## src/rtl/pcs_audio_pkg.sv

```systemverilog
// Shared constants, field positions, FSM states and checksum helper
// for the PCS audio depacketiser.
package pcs_audio_pkg;

   localparam logic [15:0] HDR_SYNC = 16'hA55A;
   localparam logic [15:0] TRL_SYNC = 16'h5AA5;

   localparam int SYNC_MSB = 63;
   localparam int SYNC_LSB = 48;
   localparam int ID_MSB   = 47;
   localparam int ID_LSB   = 40;
   localparam int LEN_MSB  = 39;
   localparam int LEN_LSB  = 32;
   localparam int SEQ_MSB  = 31;
   localparam int SEQ_LSB  = 0;
   localparam int CSUM_MSB = 15;
   localparam int CSUM_LSB = 0;

   typedef enum logic [2:0] {
      IDLE,
      SKIP,
      PAYLOAD,
      TRAILER,
      DRAIN
   } state_t;

   function automatic logic [15:0] lane_sum(
      input logic [15:0] acc,
      input logic [63:0] w
   );
      return acc + w[15:0] + w[31:16] + w[47:32] + w[63:48];
   endfunction

endpackage

```

## src/rtl/pcs_audio_payload_buf.sv

```systemverilog
// Payload store: MAX_WORDS x 64 RAM with independent write/read pointers.
// Pointers wrap naturally because MAX_WORDS is a power of two.
module pcs_audio_payload_buf #(
   parameter int MAX_WORDS = 16
) (
   input  logic        i_clk,
   input  logic        i_rst,
   input  logic        i_clr,
   input  logic        i_wr,
   input  logic [63:0] i_wdata,
   input  logic        i_rd,
   output logic [63:0] o_rdata
);

   localparam int AW = $clog2(MAX_WORDS);

   logic [AW-1:0] r_wptr;
   logic [AW-1:0] r_rptr;
   logic [63:0]   r_mem [MAX_WORDS];

   always_ff @(posedge i_clk or posedge i_rst) begin
      if (i_rst) begin
         r_wptr <= '0;
         r_rptr <= '0;
      end else if (i_clr) begin
         r_wptr <= '0;
         r_rptr <= '0;
      end else begin
         if (i_wr) r_wptr <= r_wptr + 1'b1;
         if (i_rd) r_rptr <= r_rptr + 1'b1;
      end
   end

   always_ff @(posedge i_clk) begin
      if (i_wr) r_mem[r_wptr] <= i_wdata;
   end

   assign o_rdata = r_mem[r_rptr];

endmodule

```

## src/rtl/pcs_audio_depacket.sv

```systemverilog
// PCS audio frame parser/validator feeding the unpack FIFO.
// Optional AUDIO_MUTE_ON_ERR_EN: failed frames drain as N zero words.
module pcs_audio_depacket #(
   parameter logic [7:0] CH_ID     = 8'h00,
   parameter int         MAX_WORDS = 16,
   parameter int         CNT_W     = 16
) (
   input  logic             i_pcs_clk,
   input  logic             i_rst,
   input  logic             i_pcs_valid,
   input  logic [63:0]      i_pcs_data,
   input  logic             i_fifo_full,
   output logic             o_valid,
   output logic [63:0]      o_data,
   output logic             o_seq_err,
   output logic             o_busy,
   output logic [CNT_W-1:0] o_ok_cnt,
   output logic [CNT_W-1:0] o_err_cnt,
   output logic [CNT_W-1:0] o_drop_cnt
);

   import pcs_audio_pkg::*;

   localparam logic [8:0] LEN_MAX = 9'(MAX_WORDS);

   state_t r_state;
   state_t w_next;

   logic [7:0]       r_len;
   logic [7:0]       r_cnt;
   logic [15:0]      r_csum;
   logic [31:0]      r_seq;
   logic [31:0]      r_last_seq;
   logic             r_seq_vld;
   logic             r_seq_err;
   logic             r_valid;
   logic [63:0]      r_data;
   logic [CNT_W-1:0] r_ok;
   logic [CNT_W-1:0] r_err;
   logic [CNT_W-1:0] r_drop;

   logic        w_is_hdr;
   logic [7:0]  w_id;
   logic [7:0]  w_len;
   logic [31:0] w_seq;
   logic        w_len_ok;
   logic        w_trl_ok;
   logic        w_take;
   logic        w_last;
   logic        w_clr;
   logic        w_wr;
   logic        w_rd;
   logic        w_accept;
   logic        w_ok_inc;
   logic        w_err_inc;
   logic        w_drop_inc;
   logic [63:0] w_rdata;
   logic [63:0] w_fill;

   assign w_id    = i_pcs_data[ID_MSB:ID_LSB];
   assign w_len   = i_pcs_data[LEN_MSB:LEN_LSB];
   assign w_seq   = i_pcs_data[SEQ_MSB:SEQ_LSB];
   assign w_is_hdr = i_pcs_valid
                  && (i_pcs_data[SYNC_MSB:SYNC_LSB] == HDR_SYNC);
   assign w_len_ok = (w_len != 8'd0) && ({1'b0, w_len} <= LEN_MAX);
   assign w_trl_ok = (i_pcs_data[SYNC_MSB:SYNC_LSB] == TRL_SYNC)
                  && (i_pcs_data[CSUM_MSB:CSUM_LSB] == r_csum);
   // A buffered word leaves only when the FIFO can take it.
   assign w_take = r_valid && !i_fifo_full;
   assign w_last = (r_cnt == r_len - 8'd1);

`ifdef AUDIO_MUTE_ON_ERR_EN
   logic r_mute;
   logic w_zero;
   assign w_zero = (r_state == TRAILER) ? !w_trl_ok : r_mute;
   assign w_fill = w_zero ? 64'h0 : w_rdata;
`else
   assign w_fill = w_rdata;
`endif

   pcs_audio_payload_buf #(
      .MAX_WORDS(MAX_WORDS)
   ) u_buf (
      .i_clk  (i_pcs_clk),
      .i_rst  (i_rst),
      .i_clr  (w_clr),
      .i_wr   (w_wr),
      .i_wdata(i_pcs_data),
      .i_rd   (w_rd),
      .o_rdata(w_rdata)
   );

   always_ff @(posedge i_pcs_clk or posedge i_rst) begin
      if (i_rst) r_state <= IDLE;
      else       r_state <= w_next;
   end

   always_comb begin
      w_next     = r_state;
      w_clr      = 1'b0;
      w_wr       = 1'b0;
      w_rd       = 1'b0;
      w_accept   = 1'b0;
      w_ok_inc   = 1'b0;
      w_err_inc  = 1'b0;
      w_drop_inc = 1'b0;
      unique case (r_state)
         IDLE: begin
            if (w_is_hdr) begin
               if (w_id != CH_ID) begin
                  w_next = SKIP;
               end else if (w_len_ok) begin
                  w_next = PAYLOAD;
                  w_clr  = 1'b1;
               end else begin
                  w_err_inc = 1'b1;
               end
            end
         end
         SKIP: begin
            if (i_pcs_valid && (r_cnt == r_len)) w_next = IDLE;
         end
         PAYLOAD: begin
            if (i_pcs_valid) begin
               w_wr = 1'b1;
               if (r_cnt == r_len - 8'd1) w_next = TRAILER;
            end
         end
         TRAILER: begin
            if (i_pcs_valid) begin
               if (w_trl_ok) begin
                  w_next   = DRAIN;
                  w_rd     = 1'b1;
                  w_accept = 1'b1;
                  w_ok_inc = 1'b1;
               end else begin
                  w_err_inc = 1'b1;
`ifdef AUDIO_MUTE_ON_ERR_EN
                  w_next = DRAIN;
                  w_rd   = 1'b1;
`else
                  w_next = IDLE;
`endif
               end
            end
         end
         DRAIN: begin
            if (w_take) begin
               if (w_last) w_next = IDLE;
               else        w_rd   = 1'b1;
            end
            if (w_is_hdr) w_drop_inc = 1'b1;
         end
         default: w_next = IDLE;
      endcase
   end

   always_ff @(posedge i_pcs_clk or posedge i_rst) begin
      if (i_rst) begin
         r_len      <= '0;
         r_cnt      <= '0;
         r_csum     <= '0;
         r_seq      <= '0;
         r_last_seq <= '0;
         r_seq_vld  <= 1'b0;
         r_seq_err  <= 1'b0;
         r_valid    <= 1'b0;
         r_data     <= '0;
      end else begin
         unique case (r_state)
            IDLE: begin
               if (w_is_hdr) begin
                  r_len  <= w_len;
                  r_seq  <= w_seq;
                  r_cnt  <= '0;
                  r_csum <= '0;
               end
            end
            SKIP: begin
               if (i_pcs_valid) r_cnt <= r_cnt + 8'd1;
            end
            PAYLOAD: begin
               if (i_pcs_valid) begin
                  r_cnt  <= r_cnt + 8'd1;
                  r_csum <= lane_sum(r_csum, i_pcs_data);
               end
            end
            TRAILER: begin
               if (i_pcs_valid) r_cnt <= '0;
            end
            DRAIN: begin
               if (w_take) r_cnt <= r_cnt + 8'd1;
            end
            default: ;
         endcase

         if (r_state == TRAILER && w_next == DRAIN)
            r_valid <= 1'b1;
         else if (r_state == DRAIN && w_take && w_last)
            r_valid <= 1'b0;
         if (w_rd) r_data <= w_fill;

         // First good frame after reset only seeds the history.
         r_seq_err <= w_accept && r_seq_vld
                   && (r_seq != r_last_seq + 32'd1);
         if (w_accept) begin
            r_last_seq <= r_seq;
            r_seq_vld  <= 1'b1;
         end
      end
   end

`ifdef AUDIO_MUTE_ON_ERR_EN
   always_ff @(posedge i_pcs_clk or posedge i_rst) begin
      if (i_rst)
         r_mute <= 1'b0;
      else if (r_state == TRAILER && i_pcs_valid)
         r_mute <= !w_trl_ok;
   end
`endif

   always_ff @(posedge i_pcs_clk or posedge i_rst) begin
      if (i_rst) begin
         r_ok   <= '0;
         r_err  <= '0;
         r_drop <= '0;
      end else begin
         if (w_ok_inc && r_ok != '1)     r_ok   <= r_ok + 1'b1;
         if (w_err_inc && r_err != '1)   r_err  <= r_err + 1'b1;
         if (w_drop_inc && r_drop != '1) r_drop <= r_drop + 1'b1;
      end
   end

   assign o_valid    = r_valid && !i_fifo_full;
   assign o_data     = r_data;
   assign o_seq_err  = r_seq_err;
   assign o_busy     = (r_state != IDLE);
   assign o_ok_cnt   = r_ok;
   assign o_err_cnt  = r_err;
   assign o_drop_cnt = r_drop;

endmodule

```

## config.mk

```make
export PLATFORM = sky130hd
export DESIGN_NAME = pcs_audio_depacket
export DESIGN_NICKNAME = d
export VERILOG_FILES = /design/src/rtl/pcs_audio_pkg.sv /design/src/rtl/pcs_audio_payload_buf.sv /design/src/rtl/pcs_audio_depacket.sv
export SDC_FILE = /design/constraint.sdc
export NUM_CORES = 2
export LEC_CHECK = 0
export ABC_AREA = 1
export CAP_MARGIN = 20
export CORE_ASPECT_RATIO = 1.1
export CORE_UTILIZATION = 55
export CTS_CLUSTER_DIAMETER = 50
export DETAILED_ROUTE_END_ITERATION = 12
export GPL_ROUTABILITY_DRIVEN = 0
export PLACE_DENSITY = 0.84
export SKIP_CTS_REPAIR_TIMING = 1
export SLEW_MARGIN = 20
export SYNTH_ARGS = -nofsm -noshare
export SYNTH_HDL_FRONTEND = slang
export SYNTH_SLANG_ARGS = --single-unit
```

## constraint.sdc

```tcl
create_clock -name i_pcs_clk -period 24.5 [get_ports i_pcs_clk]
set_clock_uncertainty 0.1 [all_clocks]
set_input_delay 4.9 -clock i_pcs_clk [delete_from_list [all_inputs] [get_ports i_pcs_clk]]
set_output_delay 4.9 -clock i_pcs_clk [all_outputs]
set_load 0.01 [all_outputs]
```

# Yosys cells after proc, flatten, opt, wreduce, memory -nomap -nowiden
# Memories as Yosys holds them, arrays and structs flattened. A register that Yosys moved wholly into a read port is not among the register bits.
# Cells that the tools add are included.
dict set report op_classes {
  add_sub_neg 12
  n_mul 0
  div_mod_pow 0
  n_lt_le_gt_ge 1
  n_eq_ne 19
  n_shift 0
  n_mux 47
  n_bitwise 0
  n_reduce_logical 27
}
# op n
set ops {}
lappend ops {{adder 16 bit} 4}
lappend ops {{adder 16 x 1 -> 16 bit, second input constant} 3}
lappend ops {{inequality test 16 bit, second input constant} 3}
lappend ops {{adder 32 x 1 -> 32 bit, second input constant} 1}
lappend ops {{2-to-1 mux 16 bit} 2}
lappend ops {{2-to-1 mux 8 bit} 4}
lappend ops {{inequality test 32 bit} 1}
lappend ops {{case mux 16 bit (2 select lines)} 1}
lappend ops {{case mux 8 bit (4 select lines)} 1}
lappend ops {{2-to-1 mux 3 bit} 10}
lappend ops {{2-to-1 mux 1 bit} 22}
lappend ops {{== test 16 x 15 -> 1 bit, second input constant} 1}
lappend ops {{== test 16 bit} 1}
lappend ops {{== test 16 bit, second input constant} 1}
lappend ops {{== test 8 bit} 2}
lappend ops {{2-to-1 mux 4 bit} 4}
lappend ops {{nonzero test 8 bit} 2}
lappend ops {{case mux 3 bit (5 select lines)} 1}
lappend ops {{logical AND 1 bit} 13}
lappend ops {{adder 4 x 1 -> 4 bit, second input constant} 2}
lappend ops {{adder 8 x 1 -> 8 bit, second input constant} 1}
lappend ops {{less-or-equal comparator 8 x 5 -> 1 bit, second input constant} 1}
lappend ops {{inequality test 2 bit, second input constant} 4}
lappend ops {{nonzero test 2 bit} 4}
lappend ops {{14 further kinds} 17}
dict set report word_totals {
  regBits 158
  latch_bits 0
  mem_bits_rw 1024
  romBits 0
  inputBits 68
  out_inout_bits 115
  word_cells 121
  memories 1
}
# name words width read_ports rd_ports_with_merged_regs write_ports line_no
set mem_list {}
lappend mem_list {u_buf.r_mem 16 64 1 1 1 pcs_audio_payload_buf.sv:19} ;# logic [63:0] r_mem [MAX_WORDS];

# Logic depth before layout (Yosys ltp)
dict set report logic_depth {
  depth_word 9
  depth_mapped 17
  mapped_depth_nobuf 17
}

# Hierarchy
# Synthesis repeated with hierarchy kept, for this count alone.
dict set report hier_totals {
  hier_cells 5896
  area_unflattened_um2 57303.7
}
# mod n_inst cells_per_inst area_each_um2 seq_area_each_um2
set by_module_without_submodules {}
lappend by_module_without_submodules {pcs_audio_payload_buf 1 4188 44123.6 30949.7}
lappend by_module_without_submodules {pcs_audio_depacket 1 1708 13180.1 5355.1}

# Worst setup path after synthesis
# No wires, ideal clock.
dict set report synth_path {
  kind {input to output}
  from {in i_fifo_full}
  to {out o_valid}
  arrival_ns 5.158
  required_time_ns 19.500
  setup_slack_ns 14.342
  path_stages 1
  n_path_buf 0
  cell_sequence {nor2_1}
}
dict set report synth_via {
  elab_chain_len 2
}
# item line_no
set synth_rtl {}
lappend synth_rtl {{start, declared} pcs_audio_depacket.sv:12} ;# input logic i_fifo_full,
lappend synth_rtl {{zero test 1 bit} pcs_audio_depacket.sv:234} ;# assign o_valid = r_valid && !i_fifo_full;
lappend synth_rtl {{logical AND 1 bit} pcs_audio_depacket.sv:234}
lappend synth_rtl {{end, declared} pcs_audio_depacket.sv:13} ;# output logic o_valid,
# No other way between the ends.

# Worst setup path after layout
# Same ends and word-level chain as after synthesis.

==> report_table.html <==
<table>
<tr><th>Metric</th><th>Value</th></tr>
<tr><th colspan="2">Clock network</th></tr>
<tr><td>Number of CTS-inserted buffers</td><td>between 100 and 150</td></tr>
<tr><td>Insertion delay of the later-clocked pin in the worst-skew pair</td><td>0.73 ns</td></tr>
<tr><td>Clock transition at the register clock pins on the worst setup and hold paths after CTS</td><td>0.06 ns</td></tr>
<tr><td>Total number of H-tree levels</td><td>3</td></tr>
<tr><td>CTS Buffer Depth</td><td>3</td></tr>
<tr><td>Clk sink count</td><td>about 1200</td></tr>
<tr><td>CTS tree</td><td>yes</td></tr>
<tr><td>Root buf cell</td><td>clkbuf_16</td></tr>
<tr><th colspan="2">Worst setup path</th></tr>
<tr><td>Reg-to-reg critical path startpoint</td><td>u_buf.r_rptr[1]$_DFFE_PP0P_</td></tr>
<tr><td>Arrival @ worst endpoint</td><td>between 6 and 7 ns</td></tr>
<tr><td>Setup crit end kind</td><td>primary output</td></tr>
<tr><td>R2r worst-path depth</td><td>9</td></tr>
<tr><td>CP Max Fanout</td><td>3</td></tr>
<tr><td>Worst setup path category</td><td>primary input to primary output</td></tr>
<tr><td>Setup crit start kind</td><td>primary input</td></tr>
<tr><td>R2R Setup Slk</td><td>20.06 ns</td></tr>
<tr><td>Worst Path Required</td><td>roughly 20 ns</td></tr>
<tr><td>Capture point of the worst reg-to-reg path</td><td>o_data[53]$_DFFE_PP0P_</td></tr>
<tr><td>Endpoint of the most critical setup path</td><td>o_valid</td></tr>
<tr><td>First element of the critical path</td><td>i_fifo_full</td></tr>
<tr><th colspan="2">Power and ir drop</th></tr>
<tr><td>Switching share of power</td><td>22.8%</td></tr>
<tr><td>Power Density</td><td>~74 nW/um^2</td></tr>
<tr><td>Worst-case vdd ir drop</td><td>0.0589 mV</td></tr>
<tr><td>Share of power burned in combinational logic</td><td>7.0%</td></tr>
<tr><td>Part of the power in registers</td><td>52.5%</td></tr>
<tr><td>Clock share of power</td><td>40.6%</td></tr>
<tr><td>Static leakage</td><td>21.9 nW</td></tr>
<tr><td>Cell internal pwr</td><td>around 3.4 mW</td></tr>
<tr><td>Power dissipated by switching net loads</td><td>1.00 mW</td></tr>
<tr><th colspan="2">Synth</th></tr>
<tr><td>Yosys reg bits</td><td>1246</td></tr>
<tr><td>Post-synthesis cell area</td><td>52900 um^2</td></tr>
<tr><td>Yosys warns</td><td>0</td></tr>
<tr><td>Count of distinct cell types in the synthesized netlist</td><td>44</td></tr>
<tr><td>Count of mapped cells out of synthesis</td><td>4583</td></tr>
<tr><td>Post-synth EDFFs</td><td>1024</td></tr>
<tr><td>Syn Area/Cell</td><td>approximately 12 um^2</td></tr>
<tr><td>Share of async-settable or async-resettable flops after synthesis</td><td>17.8%</td></tr>
<tr><td>Sequential area share after synthesis</td><td>68.7%</td></tr>
<tr><td>Post-synthesis net count</td><td>4722</td></tr>
<tr><td>Top FF cell, synth</td><td>edfxtp_1</td></tr>
<tr><th colspan="2">Floorplan</th></tr>
<tr><td>I/O pin cnt</td><td>183</td></tr>
<tr><td>Die X</td><td>about 300 um</td></tr>
<tr><td>Core Area</td><td>94600 um^2</td></tr>
<tr><td>Site Rows</td><td>approximately 120</td></tr>
<tr><td>Die span in y</td><td>around 330 um</td></tr>
<tr><td>Starting density of the core</td><td>55.9%</td></tr>
<tr><td>Area of the die</td><td>97300 um^2</td></tr>
<tr><th colspan="2">Global routing</th></tr>
<tr><td>Maximum number of pins on one net before global-route repair</td><td>213</td></tr>
<tr><td>Grt total ovfl</td><td>0</td></tr>
<tr><td>Global routing usage summed across all routing layers</td><td>28.6%</td></tr>
<tr><td>Wire length of the first global-routing pass</td><td>about 210 mm</td></tr>
<tr><td>Initial antenna violation count</td><td>8</td></tr>
<tr><td>Vias in the first global route</td><td>about 37000</td></tr>
<tr><th colspan="2">Place</th></tr>
<tr><td>Port buffer count</td><td>182</td></tr>
<tr><td>HPWL after detailed placement</td><td>77.7 mm</td></tr>
<tr><th colspan="2">Layout</th></tr>
<tr><td>Layout net count</td><td>about 4800</td></tr>
<tr><td>Share of cells above drive strength 1</td><td>about 6.3%</td></tr>
<tr><td>Number of fill cells in the layout</td><td>roughly 6500</td></tr>
<tr><td>Area overhead of the layout relative to synthesis</td><td>13.2%</td></tr>
<tr><th colspan="2">Detailed routing</th></tr>
<tr><td>Via density per instance</td><td>6.24</td></tr>
<tr><td>Router iterations before antenna repair</td><td>6</td></tr>
<tr><td>DRC errors left</td><td>0</td></tr>
<tr><td>Average wire per cell in the routed design</td><td>23.4 um</td></tr>
<tr><td>Total wirelength of the detailed-routed design</td><td>142 mm</td></tr>
<tr><td>Via Count</td><td>37900</td></tr>
<tr><td>Remaining number of nets flagged by the antenna check after routing</td><td>0</td></tr>
<tr><td>1st-iter DRT viols</td><td>between 5000 and 6000</td></tr>
<tr><th colspan="2">Timing</th></tr>
<tr><td>Share of the cycle needed by the critical path after routing</td><td>~46%</td></tr>
<tr><td>Slew at the pin with the worst max-slew slack</td><td>1.20 ns</td></tr>
<tr><td>Maximum operating frequency</td><td>0.0896 GHz</td></tr>
<tr><td>Number of hold violations in the final report</td><td>0</td></tr>
<tr><td>Final Hold Slack</td><td>0.373 ns</td></tr>
<tr><td>Setup violations, final</td><td>0</td></tr>
<tr><td>Time the final worst path needs with I/O delays and setup</td><td>11.16 ns</td></tr>
<tr><td>Fin Setup TNS</td><td>0 ns</td></tr>
<tr><td>RSZ-0062 raised after global routing</td><td>false</td></tr>
<tr><td>Final Max Tran Viols</td><td>0</td></tr>
<tr><td>Relative slew slack</td><td>19.8%</td></tr>
<tr><th colspan="2">Min path</th></tr>
<tr><td>Origin of the worst min-delay path</td><td>r_seq_vld$_DFFE_PP0P_</td></tr>
<tr><td>Worst Hold Class</td><td>flip-flop to flip-flop</td></tr>
<tr><th colspan="2">Run status</th></tr>
<tr><td>Outcome</td><td>finished, final reports clean</td></tr>
<tr><th colspan="2">Run</th></tr>
<tr><td>Number of maximum-capacitance constraint violations</td><td>0</td></tr>
</table>
-- stage by stage --
stage               util, %  worst slack, ns  cell area, um^2  std cells  power, mW
finish                 63.2            13.34            59800       6070       4.40
global route           63.2            13.28            59800       6068       4.52
global placement       59.2            13.33            56000       5848       2.64
detailed placement     59.2            13.35            56000       5848       2.65
floorplan                 -            13.42            52900       4583       2.55
CTS                    63.2            13.34            59800       6065       4.39
-- placed cells by master (no fill, tap or decap), drive strengths merged, types with 2 or more instances in the layout --
cell and n:
nor2 785, nand3b 3, inv 285, nand4 34, nand2 478, a211oi 3
o22ai 311, o21ai 740, o32ai 16, edfxtp 1024, or2 5, clkinvlp 4
buf 81, nor4 12, nand3 163, diode 3, dfrtp 222, fa 44
nor3 34, clkdlybuf4s50 182, ha 27, a21oi 22, clkinv 40, clkbuf 157
xnor2 54, bufinv 6, and2 2, nor3b 4, xnor3 5, xor2 57
a21boi 2
-- power by group through the flow --
stage	Clock, mW	Combinational [mW]	Sequential [mW]
2_1_floorplan	0	0.194	2.35
3_3_place_gp	0	0.283	2.35
3_5_place_dp	0	0.292	2.35
4_1_cts	1.79	0.297	2.31
5_1_grt	1.87	0.343	2.31
6_report	1.79	0.306	2.31
-- layer usage --
metal | track usage, % | share of wire (%) | vias up
li1 | - | - | 16500
met1 | 36.1 | 36 | 18200
met2 | 46.8 | 47 | 2666
met3 | 5.95 | 12 | 482
met4 | 15.1 | 4.9 | 12
met5 | 0 | 0.063 | -
-- state kept, by name, indices dropped and copies added, names as in the netlist --
signal / count
o_err_cnt: 16
r_seq_vld: 1
o_drop_cnt: 16
r_seq: 32
r_csum: 16
o_seq_err: 1
r_cnt: 8
u_buf.r_wptr: 4
o_ok_cnt: 16
u_buf.r_rptr: 4
r_valid: 1
r_last_seq: 32
r_len: 8
o_data: 64
u_buf.r_mem: 1024
r_state: 3
-- synthesized netlist by cell type (27+ instances only) --
| cell | count | area, um^2 |
|---|---|---|
| nand3_1 | 162 | 811 |
| dfrtp_1 | 222 | 5560 |
| nand4_1 | 34 | 213 |
| nand2_1 | 474 | 1780 |
| o22ai_1 | 311 | 1950 |
| nor2_1 | 781 | 2930 |
| xnor2_1 | 54 | 473 |
| clkbuf_1 | 206 | 773 |
| o21ai_0 | 740 | 3700 |
| buf_2 | 27 | 135 |
| xor2_1 | 57 | 499 |
| fa_1 | 44 | 881 |
| nor3_1 | 30 | 150 |
| inv_1 | 270 | 1010 |
| edfxtp_1 | 1024 | 30700 |
| ha_1 | 27 | 338 |
-- worst max-delay path, cell delays in order --
cell and delay, ns:
clkdlybuf4s50_1 0.40, nor2_1 0.26, clkdlybuf4s50_1 0.60
-- cell type report --
cell class                      instances  area (um^2)  area share [%]
Clock buffer                          157         3210            5.36
Timing Repair Buffer                  263         2470            4.14
Inverter                              275         1050            1.76
Antenna cell                            3         7.51          0.0125
Sequential cell                      1246        36300            60.7
Clock inverter                         60          581           0.970
Multi-Input combinational cell       2806        14600            24.4
Tap cell                             1260         1580            2.63
-- cells by family after synthesis --
kind of cell	count (synthesis)	share of synthesized area, %
fa+ha+maj	71	2.31
compound gates	1099	11.3
simple gates	1520	11.7
flops	1246	68.7
buf+inv	531	3.91
xor+xnor	116	2.05
-- worst min-delay path by stage --
stage | to | slack [ns] | depth (start not counted)
2_1_floorplan | r_seq_vld$_DFFE_PP0P_ | 0.32 | 2
3_3_place_gp | r_seq_vld$_DFFE_PP0P_ | 0.34 | 2
3_5_place_dp | r_seq_vld$_DFFE_PP0P_ | 0.36 | 2
4_1_cts | r_seq_vld$_DFFE_PP0P_ | 0.38 | 2
5_1_grt | o_drop_cnt[14]$_DFFE_PP0P_ | 0.43 | 1
6_report | r_seq_vld$_DFFE_PP0P_ | 0.37 | 2
Note: power is estimated with default switching activity, not from simulation.
